`src/rtl/mult_share_ctrl.sv`:
```
`default_nettype none
// ============================================================================
// Module   : mult_share_ctrl
// Purpose  : Round-robin front end sharing one sequential multiplier among
//            NREQ requesters, with result routing and hung-done recovery.
// Revision : 1.0  initial release
// ============================================================================
module mult_share_ctrl #(
  parameter int WIDTH   = 8,
  parameter int NREQ    = 4,
  parameter int TIMEOUT = 64
) (
  input  logic                      clk,
  input  logic                      rst,
  input  logic [NREQ-1:0]           req,
  input  logic [NREQ*WIDTH-1:0]     req_a,
  input  logic [NREQ*WIDTH-1:0]     req_b,
  output logic [NREQ-1:0]           gnt,
  output logic                      rsp_valid,
  output logic [$clog2(NREQ)-1:0]   rsp_id,
  output logic [2*WIDTH-1:0]        rsp_data,
  output logic                      rsp_err,
  output logic                      busy,
  output logic                      mul_rst_n,
  output logic                      mul_en,
  output logic [WIDTH-1:0]          mul_a,
  output logic [WIDTH-1:0]          mul_b,
  input  logic                      mul_done,
  input  logic [2*WIDTH-1:0]        mul_m
);

  localparam int IDW = $clog2(NREQ);
  localparam int CW  = $clog2(TIMEOUT + 1);
  localparam logic [CW-1:0] C_CNT_LAST = CW'(TIMEOUT - 1);

  typedef enum logic [1:0] {
    S_IDLE    = 2'd0,
    S_BUSY    = 2'd1,
    S_RECOVER = 2'd2
  } state_t;

  state_t               state_q, state_d;
  logic [IDW-1:0]       ptr_q, ptr_d;
  logic [IDW-1:0]       id_q, id_d;
  logic [CW-1:0]        cnt_q, cnt_d;
  logic                 mul_en_q, mul_en_d;
  logic [WIDTH-1:0]     mul_a_q, mul_a_d;
  logic [WIDTH-1:0]     mul_b_q, mul_b_d;
  logic                 rsp_valid_q, rsp_valid_d;
  logic                 rsp_err_q, rsp_err_d;
  logic [IDW-1:0]       rsp_id_q, rsp_id_d;
  logic [2*WIDTH-1:0]   rsp_data_q, rsp_data_d;

  logic                 hit_hi, hit_lo;
  logic [IDW-1:0]       pick_hi, pick_lo, pick;
  logic                 gnt_en;
  logic [WIDTH-1:0]     sel_a, sel_b;

  // Requesters above the pointer win first; otherwise wrap to the lowest set one.
  always_comb begin
    hit_hi  = 1'b0;
    hit_lo  = 1'b0;
    pick_hi = '0;
    pick_lo = '0;
    for (int i = 0; i < NREQ; i++) begin
      if (req[i] && !hit_hi && (i > int'(ptr_q))) begin
        hit_hi  = 1'b1;
        pick_hi = IDW'(i);
      end
      if (req[i] && !hit_lo) begin
        hit_lo  = 1'b1;
        pick_lo = IDW'(i);
      end
    end
    pick   = hit_hi ? pick_hi : pick_lo;
    gnt_en = !rst && (state_q == S_IDLE) && (|req);
    gnt    = gnt_en ? (NREQ'(1) << pick) : '0;
  end

  always_comb begin
    sel_a = '0;
    sel_b = '0;
    for (int i = 0; i < NREQ; i++) begin
      if (pick == IDW'(i)) begin
        sel_a = req_a[i*WIDTH +: WIDTH];
        sel_b = req_b[i*WIDTH +: WIDTH];
      end
    end
  end

  always_comb begin
    state_d     = state_q;
    ptr_d       = ptr_q;
    id_d        = id_q;
    cnt_d       = cnt_q;
    mul_en_d    = mul_en_q;
    mul_a_d     = mul_a_q;
    mul_b_d     = mul_b_q;
    rsp_valid_d = 1'b0;
    rsp_err_d   = rsp_err_q;
    rsp_id_d    = rsp_id_q;
    rsp_data_d  = rsp_data_q;
    case (state_q)
      S_IDLE: begin
        if (gnt_en) begin
          mul_a_d  = sel_a;
          mul_b_d  = sel_b;
          id_d     = pick;
          ptr_d    = pick;
          cnt_d    = '0;
          mul_en_d = 1'b1;
          state_d  = S_BUSY;
        end
      end
      S_BUSY: begin
        cnt_d = cnt_q + CW'(1);
        // Done is checked first so a completion on the limit cycle is kept.
        if (mul_done) begin
          rsp_valid_d = 1'b1;
          rsp_err_d   = 1'b0;
          rsp_data_d  = mul_m;
          rsp_id_d    = id_q;
          mul_en_d    = 1'b0;
          state_d     = S_IDLE;
        end else if (cnt_q == C_CNT_LAST) begin
          mul_en_d = 1'b0;
          state_d  = S_RECOVER;
        end
      end
      S_RECOVER: begin
        rsp_valid_d = 1'b1;
        rsp_err_d   = 1'b1;
        rsp_data_d  = '0;
        rsp_id_d    = id_q;
        state_d     = S_IDLE;
      end
      default: state_d = S_IDLE;
    endcase
  end

  always_ff @(posedge clk) begin
    if (rst) begin
      state_q     <= S_IDLE;
      ptr_q       <= IDW'(NREQ - 1);
      id_q        <= '0;
      cnt_q       <= '0;
      mul_en_q    <= 1'b0;
      mul_a_q     <= '0;
      mul_b_q     <= '0;
      rsp_valid_q <= 1'b0;
      rsp_err_q   <= 1'b0;
      rsp_id_q    <= '0;
      rsp_data_q  <= '0;
    end else begin
      state_q     <= state_d;
      ptr_q       <= ptr_d;
      id_q        <= id_d;
      cnt_q       <= cnt_d;
      mul_en_q    <= mul_en_d;
      mul_a_q     <= mul_a_d;
      mul_b_q     <= mul_b_d;
      rsp_valid_q <= rsp_valid_d;
      rsp_err_q   <= rsp_err_d;
      rsp_id_q    <= rsp_id_d;
      rsp_data_q  <= rsp_data_d;
    end
  end

  // The multiplier is held in reset alongside us and for the single recovery cycle.
  assign mul_rst_n = !rst && (state_q != S_RECOVER);
  assign busy      = (state_q != S_IDLE);
  assign mul_en    = mul_en_q;
  assign mul_a     = mul_a_q;
  assign mul_b     = mul_b_q;
  assign rsp_valid = rsp_valid_q;
  assign rsp_err   = rsp_err_q;
  assign rsp_id    = rsp_id_q;
  assign rsp_data  = rsp_data_q;

endmodule
`default_nettype wire

```
`config.mk`:
```
export PLATFORM = sky130hd
export DESIGN_NAME = mult_share_ctrl
export DESIGN_NICKNAME = d
export VERILOG_FILES = /design/src/rtl/mult_share_ctrl.sv
export SDC_FILE = /design/constraint.sdc
export NUM_CORES = 1
export LEC_CHECK = 0
export ABC_CLOCK_PERIOD_IN_PS = 3600
export BUFFER_PORTS_ARGS = -buffer_cell sky130_fd_sc_hd__buf_2
export CAP_MARGIN = 20
export CORE_MARGIN = 5
export CORE_UTILIZATION = 50
export DETAILED_ROUTE_END_ITERATION = 8
export PLACE_DENSITY = 0.82
export SETUP_SLACK_MARGIN = 0.4
export SYNTH_ARGS = -nofsm -noshare
export SYNTH_HDL_FRONTEND = slang
export SYNTH_SLANG_ARGS = --single-unit
```
`constraint.sdc`:
```
create_clock -name clk -period 3.6 [get_ports clk]
set_input_delay 0.72 -clock clk [delete_from_list [all_inputs] [get_ports clk]]
set_output_delay 0.72 -clock clk [all_outputs]
set_load 0.05 [all_outputs]
```
==> flow_summary_export.csv, run 1 <==
group,metric,value,unit
floorplanning,core_region_area,5170,sq um
global_route,grt_util_met2,36.9,%
setup_path,crit_path_top_delay_cell,"sky130_fd_sc_hd__o41a_4",
power_and_ir_drop,p_leak,1.65,nW
setup_path,cp_top_family,"compound AO/OA/AOI/OAI gates",
yosys,synth.yosys.warnings,0,
clock_tree,numCtsBuffers,5,
routing,routed_wirelength,7.49,mm
setup_path,crit_required,2.88,ns
sta,max_freq,351,MHz
finish,final_cell_count_no_fill,483,
global_route,met3_usage,6.61,%
worst_hold_path,min_path_type,"flop to flop",
power_and_ir_drop,internal_pwr_total,1.12,mW
clock_tree,cts_resized,0,
global_route,globalRoute.totalOverflow,0,
power_and_ir_drop,irDropWorstVdd,0.337,mV
sta,final_hold_viol_count,0,
sta,setup_total_negative_slack,0,ns
routing,detailedRoute.firstIterationViolations,185,
global_route,largest_net_degree_at_the_start_of_global_routing,38,
clock_tree,worst_setup_hold_path_clk_slew,0.10,ns
floorplanning,chipHeight,83.6,microns
global_route,grt_antenna_before_repair,0,
finish,finish.instance_area,3480,sq um
routing,drc_errors,0,
power_and_ir_drop,pwr-share-comb,42.9,%
setup_path,critical_path_arrival,2.13,ns
yosys,postSynthRegisterBits,50,
routing,post_drt_via_cell_ratio,5.51,
global_route,first_global_vias,2666,
power_and_ir_drop,power_frac_clock,21.3,%
clock_tree,cts_num_sinks,50,
clock_tree,cts.path.max_buffers,2,
power_and_ir_drop,seq_power_share,35.8,%
yosys,postSynth.asyncResetShare,0,%
floorplanning,io-pin-count,130,
global_route,grt_first_pass_wirelength,12.4,mm
sta,timing_worst_slew_pin_value,0.765,ns
yosys,synthCells,293,
yosys,synth_enable_flop_cells,0,
clock_tree,post-cts-setup-buffer-count,0,
clock_tree,clockRootBuffer,"sky130_fd_sc_hd__clkbuf_8",
clock_tree,clk-insertion-delay-late,0.30,ns
routing,ant_nets,0,
setup_path,cp_max_fo,24,
placed_design,area_after_dpl,3350,sq um
yosys,synth.yosys.seq_area_share,37.0,%
finish,count_of_filler_cells_inserted_in_the_layout,441,
clock_tree,ctsHtreeMaxLevel,2,
clock_tree,cts_hold_buf,0,
placed_design,place_hpwl,5.69,mm
sta,relSlewSlack,49.0,%
yosys,synth_ff_type,"sky130_fd_sc_hd__dfxtp_1",
finish,areaGrowthSynthToFinish,28.5,%
power_and_ir_drop,powerDensity,543,nW/um^2
setup_path,critPathCaptureType,"output port",
setup_path,timing.critical_path.from_type,"flop",
sta,timing_max_transition_violations_final,0,
flow_run,maxCapViolations,0,
finish,final_layout_size_suffix_gt1_share,40.7,%
clock_tree,tritoncts_clock_tree,"yes",
floorplanning,start_util,52.3,%
placed_design,io_buffer_count,129,
routing,dr_vias,2663,
setup_path,timing_worst_setup_path_type,"flop to output port",
routing,drt_pass_1_iters,4,
sta,finalCritPeriodShare,79.1,%
sta,min_period,2.85,ns
sta,fin_skew,0.00913,ns
placed_design,post_place_worst_slack,0.754,ns
routing,routedWlPerCell,15.5,microns
floorplanning,die_x_extent,83.6,microns
floorplanning,design.die.area,6990,sq um
sta,report.final.setup_viol,0,
sta,final_critical_path_setup_slack,0.751,ns
yosys,synth_cell_types,48,
yosys,post_synth.cell_area_avg,9.24,sq um
setup_path,crit_path_cell_trace,"inv_1, ha_1, o41a_4, nand2b_4, nor3_1, buf_2",
placed_design,dpl.cell_count,475,
finish,num-nets-final,504,
global_route,groute.layer.met1.usage,24.2,%
global_route,busiest_layer,"met2",
run_status,status,"complete, no violations",
floorplanning,core.rowCount,26,
placed_design,place.gp.congestion,0.834,
setup_path,cpPeakStageDelay,0.41,ns
power_and_ir_drop,total_switching_power,0.768,mW
global_route,grt_usage,21.0,%
setup_path,timing.critical_path.buf_inv,2,
power_and_ir_drop,fin_total_pwr,1.89,mW
yosys,synth_nets,385,
finish,antenna_cells_inserted,0,
sta,setup_repair_after_global_routing_missed_its_margin,"false",
power_and_ir_drop,power.share.switching,40.6,%
yosys,syn_area,2710,sq um
routing by layer:
layer | wire length, microns | share of wire (%) | vias to the layer above
met1 | 3060 | 41 | 1228
met4 | 74 | 0.99 | 0
met5 | 0 | 0 | -
li1 | - | - | 1323
met3 | 621 | 8.3 | 8
met2 | 3730 | 50 | 104
placed cells by master, fill, tap and decap left out, types with 3 or more instances in the layout:
cell type,n
sky130_fd_sc_hd__nand3_1,3
sky130_fd_sc_hd__ha_1,5
sky130_fd_sc_hd__inv_1,5
sky130_fd_sc_hd__o32ai_2,11
sky130_fd_sc_hd__a21oi_1,13
sky130_fd_sc_hd__a22o_1,16
sky130_fd_sc_hd__buf_4,5
sky130_fd_sc_hd__nand2b_1,5
sky130_fd_sc_hd__o32ai_1,5
sky130_fd_sc_hd__buf_2,129
sky130_fd_sc_hd__mux2i_1,4
sky130_fd_sc_hd__o21ai_0,4
sky130_fd_sc_hd__a2bb2oi_1,34
sky130_fd_sc_hd__nor2_1,50
sky130_fd_sc_hd__nor3_1,5
sky130_fd_sc_hd__nand2_1,26
sky130_fd_sc_hd__dfxtp_1,50
sky130_fd_sc_hd__clkbuf_8,5
registers in the layout, indices dropped and copies added, names as in the netlist, 2 cells and up:
signal    cells
state_q       2
rsp_id        2
rsp_data     16
mul_a         8
cnt_q         7
id_q          2
mul_b         8
ptr_q         2
stage by stage:
stage          hold slack (ns)  utilization, %
6_report                 0.477            67.3
5_1_grt                  0.492            67.3
4_1_cts                  0.480            67.1
3_5_place_dp             0.453            64.9
3_3_place_gp             0.452            64.9
2_1_floorplan            0.436               -
power by group through the flow:
stage               combinational (mW)  sequential (mW)  clock, mW
floorplan                        0.457            0.864          0
global placement                 0.798            0.685          0
detailed placement               0.809            0.687          0
CTS                              0.811            0.675      0.409
global route                     0.869            0.685      0.433
finish                           0.811            0.676      0.402
worst reg2reg max path: stages (launching register included):
cell	delay, ns
sky130_fd_sc_hd__dfxtp_1	0.34
sky130_fd_sc_hd__inv_1	0.10
sky130_fd_sc_hd__ha_1	0.36
sky130_fd_sc_hd__o41a_4	0.41
sky130_fd_sc_hd__nand2b_4	0.14
sky130_fd_sc_hd__nand2b_4	0.28
sky130_fd_sc_hd__o32ai_1	0.34
cells in the mapped netlist (2+ instances only):
cell type                    n  area, sq um
sky130_fd_sc_hd__clkbuf_2    2         10.0
sky130_fd_sc_hd__nor2b_1     2         12.5
sky130_fd_sc_hd__nor3_1      5         25.0
sky130_fd_sc_hd__o22ai_1     2         12.5
sky130_fd_sc_hd__a2bb2oi_1  34          298
sky130_fd_sc_hd__xor2_1      2         17.5
sky130_fd_sc_hd__nand2b_1    5         31.3
sky130_fd_sc_hd__inv_1       5         18.8
sky130_fd_sc_hd__nand2_1    26         97.6
sky130_fd_sc_hd__buf_6       2         22.5
sky130_fd_sc_hd__buf_2      10         50.1
sky130_fd_sc_hd__a21oi_1    13         65.1
sky130_fd_sc_hd__nand2b_4    2         27.5
sky130_fd_sc_hd__mux2i_1     4         40.0
sky130_fd_sc_hd__dfxtp_1    50         1000
sky130_fd_sc_hd__ha_1        5         62.6
sky130_fd_sc_hd__o211ai_2    2         25.0
sky130_fd_sc_hd__nand4_1     2         12.5
sky130_fd_sc_hd__nand3_1     3         15.0
sky130_fd_sc_hd__a211oi_1    3         22.5
sky130_fd_sc_hd__clkbuf_1    4         15.0
sky130_fd_sc_hd__o32ai_1     5         43.8
sky130_fd_sc_hd__a22o_1     16          140
sky130_fd_sc_hd__o21ai_0     4         20.0
sky130_fd_sc_hd__nor2_1     50          188
sky130_fd_sc_hd__buf_4       3         22.5
sky130_fd_sc_hd__o32ai_2    11          179
logic make-up (layout without fill, tap and decap cells):
group                    after synthesis  after routing  synth area share (%)
AO/OA/AOI/OAI                        101            101                  34.5
XOR/XNOR                               2              2                 0.647
AND/OR/NAND/NOR                      104            104                  18.3
buffers and inverters                 27            147                  5.87
flip-flops                            50             50                  37.0
adder cells (fa/ha/maj)                5              5                  2.31
multiplexers                           4              4                  1.48
final cells by class:
cell class,count,area (sq um),share of cell area [%]
flip-flops and latches,50,1000,28.8
clock buffers,5,68.8,1.98
multi-input cells,216,1570,45.2
repair buffers,134,683,19.6
inverters,5,18.8,0.539
well taps,70,87.6,2.52
clock inverters,3,47.5,1.37
worst paths after layout:
check,endpoint,cells after the start,slack (ns),from
worst max register to register,mul_b[7],6,1.53,state_q[0]
worst min register to register,rsp_data[14],1,0.48,rsp_data[14]
worst max-delay path,gnt[1],6,0.75,state_q[0]
worst min-delay path,rsp_data[14],1,0.48,rsp_data[14]
No activity file was read; power rests on OpenSTA's default activity.
==> run 2, diff against run 1 <==
- ABC_CLOCK_PERIOD_IN_PS: 3600 -> 2600
- CORE_UTILIZATION: 50 -> 42
- PLACE_DENSITY: 0.82 -> 0.73
- clock period: 3.6 -> 2.6 ns (I/O delays scaled with it)
==> flow_summary_export.csv, run 2 (synthesis gave the netlist of run 1 again) <==
group,metric,value,unit
finish,areaGrowthSynthToFinish,30.9,%
sta,timing_worst_slew_pin_value,0.969,ns
setup_path,timing_worst_setup_path_type,"input pin to output port",
power_and_ir_drop,pwr-share-comb,45.2,%
placed_design,io_buffer_count,129,
setup_path,critPathCaptureType,"output port",
finish,multiInputGateArea,1610,sq um
power_and_ir_drop,total_switching_power,1.10,mW
clock_tree,cts.path.max_buffers,2,
sta,report.final.setup_viol,0,
finish,final_layout_size_suffix_gt1_share,43.3,%
clock_tree,clockRootBuffer,"sky130_fd_sc_hd__clkbuf_8",
finish,largest_register_ffs,16,
run_status,status,"complete, no violations",
sta,final_hold_viol_count,0,
power_and_ir_drop,power.share.switching,42.5,%
floorplanning,core.rowCount,29,
routing,dr_vias,2678,
placed_design,place.gp.congestion,0.815,
clock_tree,numCtsBuffers,5,
global_route,grt_usage,18.9,%
setup_path,crit_required,2.08,ns
setup_path,timing.critical_path.from_type,"input pin",
power_and_ir_drop,p_leak,1.66,nW
sta,finalCritPeriodShare,82.1,%
sta,max_freq,468,MHz
clock_tree,cts_hold_buf,0,
finish,num-nets-final,507,
clock_tree,tritoncts_clock_tree,"yes",
routing,post_drt_via_cell_ratio,5.43,
routing,drc_errors,0,
global_route,first_global_vias,2728,
power_and_ir_drop,power_frac_clock,18.6,%
sta,worst_hold_margin,0.420,ns
setup_path,critical_path_arrival,1.62,ns
routing,routedWlPerCell,16.1,microns
finish,antenna_cells_inserted,0,
finish,final_cell_count_no_fill,493,
finish,mostFrequentLayoutCell,"sky130_fd_sc_hd__buf_2",
power_and_ir_drop,powerDensity,729,nW/um^2
flow_run,maxCapViolations,0,
sta,fin_skew,0.0122,ns
routing,drt_pass_1_iters,4,
clock_tree,worst_setup_hold_path_clk_slew,0.10,ns
floorplanning,chipHeight,90.3,microns
finish,layout.cells.most_common_list,"sky130_fd_sc_hd__buf_2 (125), sky130_fd_sc_hd__nor2_1 (48), sky130_fd_sc_hd__dfxtp_1 (48), sky130_fd_sc_hd__a2bb2oi_1 (34), sky130_fd_sc_hd__nand2_1 (26)",
worst_hold_path,min_path_type,"input pin to flop",
placed_design,dpl.cell_count,484,
routing,routed_wirelength,7.95,mm
power_and_ir_drop,seq_power_share,36.2,%
routing,ant_nets,0,
global_route,grt_first_pass_wirelength,13.0,mm
routing,detailedRoute.firstIterationViolations,115,
global_route,globalRoute.totalOverflow,0,
sta,timing_max_transition_violations_final,0,
floorplanning,design.die.area,8150,sq um
clock_tree,ctsHtreeMaxLevel,2,
setup_path,cp_max_fo,8,
sta,relSlewSlack,35.0,%
global_route,largest_net_degree_at_the_start_of_global_routing,32,
clock_tree,clk-insertion-delay-late,0.31,ns
power_and_ir_drop,irDropWorstVdd,0.333,mV
floorplanning,start_util,42.9,%
sta,setup_total_negative_slack,0,ns
power_and_ir_drop,internal_pwr_total,1.48,mW
clock_tree,cts_num_sinks,50,
floorplanning,core_region_area,6310,sq um
sta,setup_repair_after_global_routing_missed_its_margin,"false",
placed_design,place_hpwl,6.05,mm
power_and_ir_drop,fin_total_pwr,2.58,mW
global_route,grt_antenna_before_repair,0,
finish,regArea,1010,sq um
sta,min_period,2.14,ns
floorplanning,die_x_extent,90.3,microns
floorplanning,io-pin-count,130,
finish,count_of_filler_cells_inserted_in_the_layout,634,
==> run 2: area by class of cell <==
class / instances / area share (%)
clock inverter: 3 / 0.741
multi-input combinational: 216 / 45.3
sequential: 50 / 28.4
inverter: 5 / 0.529
timing repair buffer: 137 / 20.4
clock buffer: 5 / 1.94
tap: 77 / 2.72
==> run 2: through the flow <==
stage / instance area, sq um / worst slack [ns] / utilization, %
final: 3540 / 0.465 / 56.1
after detailed placement: 3410 / 0.381 / 54.0
after global routing: 3540 / 0.410 / 56.1
after global placement: 3410 / 0.408 / 54.0
after floorplan: 2740 / 0.254 / -
after CTS: 3530 / 0.385 / 56.0
==> run 2: path summary, 6_finish.rpt <==
path	from	end	slack [ns]	cells after the start
worst max-delay path	req[1]	gnt[3]	0.46	5
worst min-delay path	mul_m[11]	rsp_data[11]	0.42	2
worst max register to register	state_q[1]	rsp_data[9]	0.60	5
worst min register to register	mul_en	mul_en	0.48	2
==> run 2: timing repair <==
| item | CTS | global route |
|---|---|---|
| gates resized for setup | 10 | 3 |
| setup endpoints to repair | 4 | 3 |
| setup buffers | 0 | 1 |
| pin swaps | 0 | 1 |
==> run 2: power groups by stage <==
stage | Sequential (mW) | Combinational, mW | Clock, mW
after floorplan | 1.20 | 0.645 | 0
after global placement | 0.946 | 1.14 | 0
after detailed placement | 0.950 | 1.16 | 0
after CTS | 0.935 | 1.17 | 0.492
after global routing | 0.951 | 1.25 | 0.529
final | 0.936 | 1.17 | 0.481
==> run 2: worst max-delay path, stage by stage <==
cell and delay [ns]:
sky130_fd_sc_hd__buf_2 0.16, sky130_fd_sc_hd__o41a_2 0.53, sky130_fd_sc_hd__nand2b_4 0.16, sky130_fd_sc_hd__nor2_2 0.06, sky130_fd_sc_hd__buf_4 0.19
==> run 2: per-layer routing <==
metal	global-route usage [%]	up-vias	routed length (microns)
met5	0	-	0
met4	5.58	0	111
met3	5.33	9	530
met2	32.4	96	3870
met1	22.8	1239	3440
li1	-	1334	-
==> run 3, diff against run 2 <==
- ABC_AREA: unset -> 1
- ABC_CLOCK_PERIOD_IN_PS: 2600 -> 2200
- CORE_UTILIZATION: 42 -> 46
- PLACE_DENSITY: 0.73 -> 0.76
- clock period: 2.6 -> 2.2 ns (I/O delays scaled with it)
==> flow_summary_export.csv, run 3 <==
group,metric,value,unit
run_status,status,"complete, no violations",
placed_design,post_place_worst_slack,0.107,ns
yosys,synth_common_cells,"sky130_fd_sc_hd__nand2_1 (117), sky130_fd_sc_hd__nand3_1 (71), sky130_fd_sc_hd__dfxtp_1 (50), sky130_fd_sc_hd__nor2_1 (47), sky130_fd_sc_hd__inv_1 (33)",
finish,fin_util,67.7,%
yosys,synth.yosys.warnings,0,
power_and_ir_drop,irDropWorstVdd,0.915,mV
setup_path,crit_required,1.76,ns
routing,routed_wirelength,8.00,mm
floorplanning,design.die.area,7480,sq um
clock_tree,clockRootBuffer,"sky130_fd_sc_hd__clkbuf_8",
setup_path,timing.critical_path.from_type,"flop",
sta,timing_max_transition_violations_final,0,
global_route,grt_usage,21.2,%
power_and_ir_drop,powerDensity,1400,nW/um^2
routing,detailedRoute.firstIterationViolations,111,
clock_tree,numCtsBuffers,5,
global_route,globalRoute.totalOverflow,0,
power_and_ir_drop,p_leak,2.08,nW
routing,dr_vias,3100,
finish,regArea,1000,sq um
yosys,synth_area_leader_cell,"sky130_fd_sc_hd__dfxtp_1",
sta,report.final.setup_viol,0,
sta,fin_skew,0.00892,ns
finish,layout.cells.most_common_list,"sky130_fd_sc_hd__buf_2 (124), sky130_fd_sc_hd__nand2_1 (113), sky130_fd_sc_hd__nand3_1 (71), sky130_fd_sc_hd__dfxtp_1 (48), sky130_fd_sc_hd__nor2_1 (43)",
floorplanning,core_region_area,5610,sq um
finish,finish.instance_area,3790,sq um
setup_path,critPathCaptureType,"output port",
clock_tree,cts.path.max_buffers,2,
routing,drc_errors,0,
setup_path,critical_path_arrival,1.67,ns
global_route,grt_first_pass_wirelength,13.0,mm
clock_tree,cts_num_sinks,50,
routing,routedWlPerCell,12.8,microns
floorplanning,chipHeight,86.5,microns
finish,num-nets-final,644,
sta,relSlewSlack,79.2,%
finish,largest_register_ffs,16,
yosys,synth.yosys.seq_area_share,37.2,%
yosys,synth_nets,496,
placed_design,place.gp.congestion,0.859,
floorplanning,die_x_extent,86.5,microns
global_route,grt_antenna_before_repair,0,
yosys,postSynthRegisterBits,50,
yosys,post_synth.cell_area_avg,6.66,sq um
floorplanning,core.rowCount,27,
flow_run,maxCapViolations,0,
global_route,largest_net_degree_at_the_start_of_global_routing,30,
clock_tree,clk-insertion-delay-late,0.29,ns
setup_path,cp_max_fo,4,
yosys,post-synth-top-area-fraction,37.2,%
placed_design,place_hpwl,6.19,mm
finish,final_layout_size_suffix_gt1_share,36.2,%
finish,multiInputGateArea,1530,sq um
sta,finalCritPeriodShare,95.8,%
setup_path,timing_worst_setup_path_type,"flop to output port",
clock_tree,ctsHtreeMaxLevel,2,
sta,final_hold_viol_count,0,
finish,antenna_cells_inserted,0,
worst_hold_path,min_path_type,"input pin to flop",
sta,final_critical_path_setup_slack,0.0927,ns
yosys,synth_ff_type,"sky130_fd_sc_hd__dfxtp_1",
finish,mostFrequentLayoutCell,"sky130_fd_sc_hd__buf_2",
global_route,first_global_vias,2947,
routing,ant_nets,0,
yosys,yosys.cell_count.top_type,"sky130_fd_sc_hd__nand2_1",
sta,setup_repair_after_global_routing_missed_its_margin,"true",
sta,min_period,2.11,ns
yosys,synth_cell_types,31,
sta,timing_worst_slew_pin_value,0.310,ns
placed_design,io_buffer_count,129,
clock_tree,cts_hold_buf,0,
routing,post_drt_via_cell_ratio,4.97,
floorplanning,io-pin-count,130,
sta,max_freq,475,MHz
finish,count_of_filler_cells_inserted_in_the_layout,532,
placed_design,area_after_dpl,3480,sq um
yosys,synth_enable_flop_cells,0,
yosys,yosys-top-cells-area,"sky130_fd_sc_hd__dfxtp_1 (37%), sky130_fd_sc_hd__nand2_1 (16%), sky130_fd_sc_hd__nand3_1 (13%), sky130_fd_sc_hd__nor2_1 (6.6%), sky130_fd_sc_hd__inv_1 (4.6%)",
routing,drt_pass_1_iters,4,
power_and_ir_drop,fin_total_pwr,5.30,mW
clock_tree,worst_setup_hold_path_clk_slew,0.09,ns
finish,areaGrowthSynthToFinish,40.9,%
clock_tree,tritoncts_clock_tree,"yes",
yosys,synthCells,404,
yosys,postSynth.asyncResetShare,0,%
yosys,syn_area,2690,sq um
floorplanning,start_util,48.0,%
[run 3: metrics by stage]
stage	hold WS [ns]	setup TNS (ns)	std cells
5_1_grt	0.363	0	624
4_1_cts	0.357	0	618
6_report	0.364	0	624
2_1_floorplan	0.422	-0.144	404
3_3_place_gp	0.431	0	602
3_5_place_dp	0.433	0	602
[run 3: cells by family (layout without fill, tap and decap cells)]
kind of cell    count (synthesis)  after routing  synth area share (%)
fa+ha+maj                       5              5                  2.32
simple gates                  266            266                  44.7
xor+xnor                        1              1                 0.325
compound gates                 28             28                  6.46
flops                          50             50                  37.2
buf+inv                        54            202                  9.02
[run 3: metal layers]
metal  global-route usage, %  vias to the layer above  wire, microns
met2                    37.9                      111           4150
met3                    4.85                       20            494
met1                    24.8                     1368           3170
met5                       0                        -              0
li1                        -                     1601              -
met4                    7.08                        0            187
[run 3: final cells by class]
type / instances / share of cell area [%]
clock inverter: 2 / 1.02
tap: 72 / 2.37
multi-input combinational: 300 / 40.3
timing repair buffer: 159 / 24.2
sequential: 50 / 26.4
inverter: 36 / 3.92
clock buffer: 5 / 1.81
[run 3: timing repair]
action,4_1_cts,5_1_grt
endpoints found under the setup margin,5,35
pin swaps,6,5
resized for setup,22,7
buffers inserted,9,6
[run 3: path summary, 6_finish.rpt]
| kind | to | from | cells past startpoint | slack (ns) |
|---|---|---|---|---|
| max | gnt[1] | state_q[1] | 9 | 0.09 |
| min | rsp_data[9] | mul_m[9] | 3 | 0.36 |
| max reg2reg | mul_a[3] | ptr_q[0] | 12 | 0.45 |
| min reg2reg | mul_b[0] | mul_b[0] | 2 | 0.45 |
[run 3: worst max-delay path, cell delays in order, from the launching register on]
cell and delay (ns):
sky130_fd_sc_hd__dfxtp_2 0.34, sky130_fd_sc_hd__inv_2 0.08, sky130_fd_sc_hd__ha_4 0.15, sky130_fd_sc_hd__clkinvlp_4 0.10, sky130_fd_sc_hd__a21oi_4 0.17, sky130_fd_sc_hd__nand2_4 0.11, sky130_fd_sc_hd__clkinv_4 0.08, sky130_fd_sc_hd__nand2_4 0.06
sky130_fd_sc_hd__nor2_4 0.13, sky130_fd_sc_hd__buf_8 0.15
[run 3: power by group]
| group | switching, mW | total [mW] | internal, mW |
|---|---|---|---|
| sequential | 0.142 | 1.33 | 1.18 |
| combinational | 2.30 | 3.35 | 1.05 |
| clock | 0.289 | 0.624 | 0.335 |
